===== src/rtl/clock_phase_gen.sv =====
// Multi-channel clock generator: pass, invert, divided and divided-inverted outputs
// derived from one source clock, with glitch-free ratio/mode updates at period boundaries.
module clock_phase_gen #(
    parameter int NUM_CH       = 4,
    parameter int CNT_W        = 4,
    parameter int DEFAULT_HALF = 1
) (
    input  logic                clock,
    input  logic                reset,
    input  logic [CNT_W-1:0]    div_half,
    input  logic                div_load,
    input  logic [2*NUM_CH-1:0] mode,
    output logic [NUM_CH-1:0]   clk_out,
    output logic                phase_tick,
    output logic                locked
);

    typedef enum logic [1:0] {
        MODE_PASS    = 2'b00,
        MODE_INV     = 2'b01,
        MODE_DIV     = 2'b10,
        MODE_DIV_INV = 2'b11
    } ch_mode_e;

    localparam logic [CNT_W-1:0] RST_HALF = CNT_W'(DEFAULT_HALF);

    logic [CNT_W-1:0]    cnt_q, cnt_d;
    logic                div_q, div_d;
    logic [CNT_W-1:0]    active_half_q, active_half_d;
    logic [CNT_W-1:0]    shadow_half_q, shadow_half_d;
    logic                pending_q, pending_d;
    logic [2*NUM_CH-1:0] mode_q, mode_d;
    logic                phase_tick_q, phase_tick_d;
    logic                locked_q, locked_d;

    logic [CNT_W-1:0]    eff_half;
    logic                terminal;
    logic                period_bound;

    // NOTE: every variable gets a default at the top of always_comb so no path can infer a latch.
    always_comb begin
        eff_half      = (active_half_q == '0) ? CNT_W'(1) : active_half_q;
        terminal      = (cnt_q == eff_half - CNT_W'(1));
        period_bound  = terminal && div_q;

        cnt_d         = terminal ? '0 : cnt_q + CNT_W'(1);
        div_d         = div_q ^ terminal;
        phase_tick_d  = terminal && !div_q;
        active_half_d = active_half_q;
        shadow_half_d = shadow_half_q;
        pending_d     = pending_q;
        mode_d        = mode_q;
        locked_d      = locked_q;

        // Reconfiguration only as div_q falls, so the next period starts clean.
        if (period_bound) begin
            mode_d   = mode;
            locked_d = !pending_q;
            if (pending_q) begin
                active_half_d = shadow_half_q;
                pending_d     = 1'b0;
            end
        end

        // A load on the boundary cycle is evaluated after the apply, so it waits for the next one.
        if (div_load) begin
            shadow_half_d = div_half;
            pending_d     = 1'b1;
        end
    end

    // NOTE: sequential state uses non-blocking assignments so all registers update from pre-edge values.
    always_ff @(posedge clock or posedge reset) begin
        if (reset) begin
            cnt_q         <= '0;
            div_q         <= 1'b0;
            active_half_q <= RST_HALF;
            shadow_half_q <= RST_HALF;
            pending_q     <= 1'b0;
            mode_q        <= '0;
            phase_tick_q  <= 1'b0;
            locked_q      <= 1'b0;
        end else begin
            cnt_q         <= cnt_d;
            div_q         <= div_d;
            active_half_q <= active_half_d;
            shadow_half_q <= shadow_half_d;
            pending_q     <= pending_d;
            mode_q        <= mode_d;
            phase_tick_q  <= phase_tick_d;
            locked_q      <= locked_d;
        end
    end

    // Reset gates every channel low, including the combinational pass/invert paths.
    always_comb begin
        clk_out = '0;
        for (int i = 0; i < NUM_CH; i++) begin
            case (ch_mode_e'(mode_q[2*i +: 2]))
                MODE_PASS:    clk_out[i] = clock;
                MODE_INV:     clk_out[i] = ~clock;
                MODE_DIV:     clk_out[i] = div_q;
                MODE_DIV_INV: clk_out[i] = ~div_q;
            endcase
        end
        if (reset) begin
            clk_out = '0;
        end
    end

    assign phase_tick = phase_tick_q;
    assign locked     = locked_q;

endmodule


===== config.mk =====
export PLATFORM = sky130hd
export DESIGN_NAME = clock_phase_gen
export DESIGN_NICKNAME = d
export VERILOG_FILES = /design/src/rtl/clock_phase_gen.sv
export SDC_FILE = /design/constraint.sdc
export NUM_CORES = 1
export LEC_CHECK = 0
export BUFFER_PORTS_ARGS = -buffer_cell sky130_fd_sc_hd__buf_2
export CAP_MARGIN = 20
export CORE_MARGIN = 2
export CORE_UTILIZATION = 48
export DETAILED_ROUTE_END_ITERATION = 16
export PLACE_DENSITY = 0.73
export SETUP_SLACK_MARGIN = 0.3
export SLEW_MARGIN = 5
export SYNTH_ARGS = -nofsm -noshare
export SYNTH_HDL_FRONTEND = slang
export SYNTH_SLANG_ARGS = --single-unit

===== constraint.sdc =====
create_clock -name clock -period 2.7 [get_ports clock]
set_clock_uncertainty 0.15 [all_clocks]
set_input_delay 0 -clock clock [delete_from_list [all_inputs] [get_ports clock]]
set_output_delay 0 -clock clock [all_outputs]
set_load 0.01 [all_outputs]

---- Yosys cells after proc, flatten, opt, wreduce, memory -nomap -nowiden ----
Cells that the tools add are included.
storage, ports and cells
  flip-flop bits (word level) ............. 24
cells by class
  add/sub/neg operators ................... 2
  bitwise operators ....................... 3
  equality and inequality tests ........... 13
  reduce and logical (&&, ||, !) cells .... 11
  multiplexer cells ....................... 9
operators with widths
  cell                 number
  $eq 2x2->1 const B   8
  $pmux 1 s4           4
  $mux 4               3
  $eq 2x1->1 const B   4
  $logic_not 2->1      4
  $add 4x1->4 const B  1
  $eq 4x4->1           1
  $logic_not 4->1      1
  $sub 4x1->4 const B  1
  $logic_and 1x1->1    2
  $logic_not 1->1      2
  $mux 1               2
  $not 1->1            2
  $reduce_and 2->1     1
  $reduce_bool 2->1    1
  $xor 1x1->1          1

---- Longest topological paths before layout ----
Gate-level depths: netlist of run 1.
  depth in word-level cells ............... 7
  gate-level depth with buffers ........... 12

==> impl_metrics.csv, run 1 <==
group,metric,value,unit
synth,syn_avg_cell_area,13.22,um^2
power_and_ir_drop,p_leak,0.8085,nW
synth,synthCells,85,
floorplanning,die_w,52.38,um
global_route,grt-ovfl-total,0,
detailed_routing,drc,0,
critical_path,r2r_slack,0.15,ns
critical_path,cpMostUsedCell,"ha_4",
critical_path,max_stage_delay,0.42,ns
global_route,grt_pass1_wl,4340,um
global_route,grt_pass1_vias,998,
synth,post-synth-top-area-cell,"dfrtp_1",
critical_path,rr_startpoint,"active_half_q[3]",
synth,synth_area_leaders,"dfrtp_1 49%, mux2_2 16%, dfstp_2 4.7%",
sta,maxSlewViolCount,0,
global_route,grt_usage,0.2325,
floorplanning,die_area,2744,um^2
detailed_routing,routed_wl,2584,um
synth,ys_top_cells_by_count,"22 x dfrtp_1, 16 x mux2_2, 7 x inv_1",
power_and_ir_drop,p_total,2.285,mW
sta,period_share,0.9458,
synth,synth_top_area_frac,0.4900,
critical_path,crit_required,2.87,ns
synth,synth_flop_cell,"dfrtp_1",
cells_and_area,drive_above_1_share,0.4825,
sta,setup-violations-final,0,
floorplanning,placement_rows,17,
global_route,grt_max_degree,25,
synth,syn_nets,104,
critical_path,path_max_fanout,5,
detailed_routing,dr_total_vias,874,
cells_and_area,syn_to_final_growth,50.45,%
synth,synth_edf_count,0,
cells_and_area,antenna_cells,0,
sta,tightestPinTransition,0.9079,ns
clock_tree,cts.clk_slew.worst_paths,0.13,ns
synth,ys_async_sr_fraction,1.000,
placement,dp_cells,135,
sta,rsz0062_at_grt,"yes",
outcome,status,"finished, final reports clean",
sta,fin_tns_setup,0,ns
detailed_routing,avgViaCountPerCell,5.111,
clock_tree,clk_latency,0.42,ns
global_route,antenna_found_initial,0,
critical_path,path_class,"flip-flop to flip-flop",
floorplanning,die_y,52.38,um
flow_run,drv_cap,0,
placement,port_buffers,20,
floorplanning,core_area,2212,um^2
detailed_routing,drt-pass1-iter-count,4,
detailed_routing,wl_per_cell,15.11,um
placement,hpwl,1381,um
cells_and_area,fillerInstances,150,
power_and_ir_drop,power.density,1352,nW/um^2
critical_path,cp_slowest_cell,"dfrtp_1",
critical_path,worst_setup_path_start_kind,"flip-flop",
floorplanning,start_util,0.5079,
sta,fmax,0.3916,GHz
cells_and_area,fin_cells,171,
synth,syn_area,1124,um^2
critical_path,critPathLaunch,"active_half_q[3]",
critical_path,crit_path_end_kind,"flip-flop",
sta,max-slew-margin-rel,0.3941,
detailed_routing,drtAntennaViolNets,0,
sta,whs,0.1880,ns
synth,yosys_warnings,0,
sta,min_period,2.554,ns
sta,hold_viol,0,
floorplanning,ios,21,
min_path,hold_class,"input port to flip-flop",
critical_path,cp_cell_sequence,"nor3_2 -> or2_4 -> inv_2 -> ha_4 -> xor3_2 -> a211oi_4 -> and3_4 -> ha_4 -> buf_12 -> mux2_2",
synth,synth_most_common_cell,"dfrtp_1",
critical_path,arrival,2.72,ns
synth,post_synth_num_cell_types,21,
min_path,worstHoldStart,"mode[4]",
critical_path,critPathBufInv,2,
placement,gp_congestion,0.8179,
detailed_routing,drt_iter0_markers,22,
synth,synth-seq-cells,24,
cells_and_area,design_area,1690,um^2
critical_path,cpLargestDelayFamily,"simple AND/OR/NAND/NOR gates",
placement,dpl_cell_area,1300,um^2
clock_tree,cts_tree,"yes",
synth,yosysSeqAreaShare,0.5367,
cells_and_area,nets,163,
power_and_ir_drop,ir_drop,0.0008366,V
[kinds of logic (layout without fill, tap and decap cells)]
family,count (synthesis),count (layout),synth area share
flops,24,24,0.5367
fa+ha+maj,4,4,0.04455
buf+inv,8,66,0.02784
xor+xnor,9,9,0.08463
compound gates,8,8,0.05790
mux,21,21,0.2049
simple gates,11,11,0.04343
[layout by cell type (no fill, tap or decap), types with 2 or more instances in the layout]
cell and count:
mux2i_1 5, inv_1 5, buf_6 2, buf_4 12, nor2_1 5, ha_4 2, mux2_4 5, mux2_2 11
dfrtp_1 22, xor2_1 6, ha_1 2, dfstp_2 2, dlygate4sd3_1 18, clkbuf_4 5, a31oi_1 4, inv_2 2
buf_2 20
[area by class of cell]
| type | instances | area (um^2) | area share |
|---|---|---|---|
| multi-input cells | 53 | 571.8 | 0.3383 |
| clock buffers | 12 | 80.08 | 0.04737 |
| inverters | 7 | 26.28 | 0.01554 |
| well taps | 28 | 35.03 | 0.02073 |
| repair buffers | 47 | 374.1 | 0.2213 |
| flip-flops and latches | 24 | 603.1 | 0.3568 |
[power breakdown]
part           switching [mW]  total, mW  internal (mW)
Sequential              0.155      0.681          0.526
Clock                   0.250      0.494          0.244
Combinational           0.426       1.11          0.683
[state kept, by name (all words and copies together) (netlist names)]
name,flops
div_q,1
cnt_q,4
active_half_q,4
phase_tick,1
shadow_half_q,4
pending_q,1
mode_q,8
locked,1
[metal layers]
layer	vias up	global-route usage	wire length, um	share of wire
li1	408	-	-	-
met1	437	0.2420	1036	0.40
met2	21	0.3792	1388	0.54
met3	8	0.08857	84	0.033
met4	0	0.1667	76	0.029
met5	-	0	0	0
[final timing paths]
check	endpoint	depth (start not counted)
min	mode_q[4]	3
min in group asynchronous	mode_q[1]	3
max reg2reg	mode_q[0]	10
max in group asynchronous	active_half_q[1]	3
max	mode_q[0]	10
min reg2reg	active_half_q[2]	1
[through the flow]
| step | worst slack (ns) | util |
|---|---|---|
| global placement | 0.1148 | 0.5877 |
| detailed placement | 0.03459 | 0.5877 |
| CTS | 0.2172 | 0.7557 |
| global route | 0.05644 | 0.7641 |
| finish | 0.1462 | 0.7641 |
| floorplan | 0.1548 | - |
[tightest hold or removal path, stage by stage]
cell,delay (ns)
dlygate4sd3_1,0.52
buf_2,0.09
mux2_4,0.12
[timing repair]
item                       4_1_cts  5_1_grt
hold endpoints to repair        35        0
hold buffers                    18        0
buffers inserted                 8        2
setup endpoints to repair       14       15
gates resized for setup         11        4
pin swaps                        5        5
Power figures use the tool's default switching activity.
==> inputs of run 2 (changes only) <==
--- a/config.mk
+++ b/config.mk
@@ -11,6 +11,7 @@
 export CORE_UTILIZATION = 48
 export DETAILED_ROUTE_END_ITERATION = 16
 export PLACE_DENSITY = 0.73
+export RECOVER_POWER = 25
 export SETUP_SLACK_MARGIN = 0.3
 export SLEW_MARGIN = 5
 export SYNTH_ARGS = -nofsm -noshare
==> run 2 against run 1 <==
- sequential share of layout area increased by 0.079 points
- worst hold slack improved by 0.0031 ns
- power decreased by 0.16%
- sequential power about the same
- largest cell class unchanged
- clock power about the same
- critical endpoint unchanged
- critical path depth unchanged
==> impl_metrics.csv, run 2 (synthesis results as in run 1) <==
group,metric,value,unit
placement,dp_cells,135,
global_route,grt_usage,0.2325,
floorplanning,start_util,0.5079,
cells_and_area,multi_input_area,571.8,um^2
critical_path,worst_setup_path_start_kind,"flip-flop",
sta,setup-violations-final,0,
cells_and_area,layout_common_cells,"22 x dfrtp_1, 18 x dlygate4sd3_1, 17 x buf_2, 12 x buf_4, 11 x mux2_2",
critical_path,arrival,2.73,ns
critical_path,max_stage_delay,0.42,ns
critical_path,cp_slowest_cell,"dfrtp_1",
sta,maxSlewViolCount,0,
critical_path,crit_end,"mode_q[0]",
sta,rsz0062_at_grt,"yes",
critical_path,cpLargestDelayFamily,"simple AND/OR/NAND/NOR gates",
detailed_routing,routed_wl,2586,um
sta,fmax,0.3901,GHz
cells_and_area,drive_above_1_share,0.4615,
cells_and_area,largest_reg_flops,8,
detailed_routing,drt-pass1-iter-count,4,
critical_path,path_class,"flip-flop to flip-flop",
clock_tree,cts_tree,"yes",
floorplanning,placement_rows,17,
clock_tree,cts.clk_slew.worst_paths,0.13,ns
cells_and_area,design_area,1687,um^2
cells_and_area,ff_latch_area,603.1,um^2
outcome,status,"finished, final reports clean",
min_path,hold_class,"input port to flip-flop",
sta,fin_tns_setup,0,ns
critical_path,cp.depth,10,
critical_path,crit_path_end_kind,"flip-flop",
detailed_routing,drc,0,
power_and_ir_drop,power.density,1353,nW/um^2
floorplanning,ios,21,
cells_and_area,syn_to_final_growth,50.11,%
placement,dpl_cell_area,1300,um^2
critical_path,r2r_end,"mode_q[0]",
critical_path,path_max_fanout,5,
placement,hpwl,1381,um
critical_path,crit_required,2.86,ns
sta,tightestPinTransition,0.9047,ns
detailed_routing,avgViaCountPerCell,5.158,
floorplanning,die_area,2744,um^2
sta,min_period,2.564,ns
critical_path,cpMostUsedCell,"ha_4",
cells_and_area,fillerInstances,153,
cells_and_area,regMostFlops,"mode_q",
power_and_ir_drop,ir_drop,0.0008275,V
power_and_ir_drop,p_leak,0.7973,nW
detailed_routing,wl_per_cell,15.12,um
detailed_routing,drt_iter0_markers,28,
critical_path,critPathBufInv,2,
cells_and_area,utilization,0.7624,
flow_run,drv_cap,0,
placement,gp_congestion,0.8179,
cells_and_area,nets,163,
placement,port_buffers,20,
cells_and_area,antenna_cells,0,
critical_path,critPathLaunch,"active_half_q[3]",
sta,hold_viol,0,
global_route,grt-ovfl-total,0,
detailed_routing,drtAntennaViolNets,0,
critical_path,worstRegToRegCells,10,
detailed_routing,dr_total_vias,882,
critical_path,cp_cell_sequence,"nor3_2 -> or2_4 -> inv_2 -> ha_4 -> xor3_2 -> a211oi_4 -> and3_4 -> ha_4 -> buf_12 -> mux2_2",
floorplanning,die_w,52.38,um
clock_tree,clk_latency,0.41,ns
critical_path,r2r_slack,0.14,ns
global_route,grt_pass1_vias,998,
sta,period_share,0.9495,
placement,place_ws,0.03459,ns
sta,setup_ws,0.1363,ns
cells_and_area,fin_cells,171,
floorplanning,die_y,52.38,um
global_route,grt_pass1_wl,4340,um
floorplanning,core_area,2212,um^2
critical_path,rr_startpoint,"active_half_q[3]",
sta,max-slew-margin-rel,0.3962,
global_route,antenna_found_initial,0,
cells_and_area,final_common_cell,"dfrtp_1",
global_route,grt_max_degree,25,
-- run 2: final cells by class --
class | instances | share of cell area
multi-input cells | 53 | 0.3390
inverters | 7 | 0.01558
clock buffers | 12 | 0.04748
repair buffers | 47 | 0.2196
flip-flops and latches | 24 | 0.3576
well taps | 28 | 0.02077
-- run 2: repair_timing --
action	CTS	global route
resized for setup	11	4
setup endpoints to repair	14	15
setup buffers	8	2
hold endpoints to repair	35	0
hold buffers	18	0
pin swaps	5	5
-- run 2: worst min-delay path: stages --
cell and delay, ns:
dlygate4sd3_1 0.52, buf_2 0.09, mux2_4 0.12
-- run 2: layer usage --
layer / global-route usage / part of all wire
met4: 0.1667 / 0.040
met5: 0 / 0
met2: 0.3792 / 0.53
met1: 0.2420 / 0.39
met3: 0.08857 / 0.037
-- run 2: how the worst min path moves through the flow --
| stage | slack (ns) | to | startpoint | cells after the start |
|---|---|---|---|---|
| floorplan | -0.14 | active_half_q[1] | reset | 1 |
| global placement | 0.08 | shadow_half_q[2] | div_half[2] | 2 |
| detailed placement | 0.09 | shadow_half_q[1] | div_half[1] | 2 |
| CTS | 0.18 | mode_q[4] | mode[4] | 3 |
| global route | 0.19 | mode_q[5] | mode[5] | 3 |
| finish | 0.19 | mode_q[4] | mode[4] | 3 |
-- run 2: power by group --
group          total (mW)  internal [mW]  switching, mW
Clock               0.492          0.244          0.248
Sequential          0.683          0.526          0.156
Combinational        1.11          0.680          0.427
-- run 2: stage by stage --
step	hold WS (ns)	total power [mW]
detailed placement	0.08692	1.596
global route	0.1924	2.440
finish	0.1911	2.281
floorplan	-0.1369	1.366
CTS	0.1769	2.201
global placement	0.08096	1.546
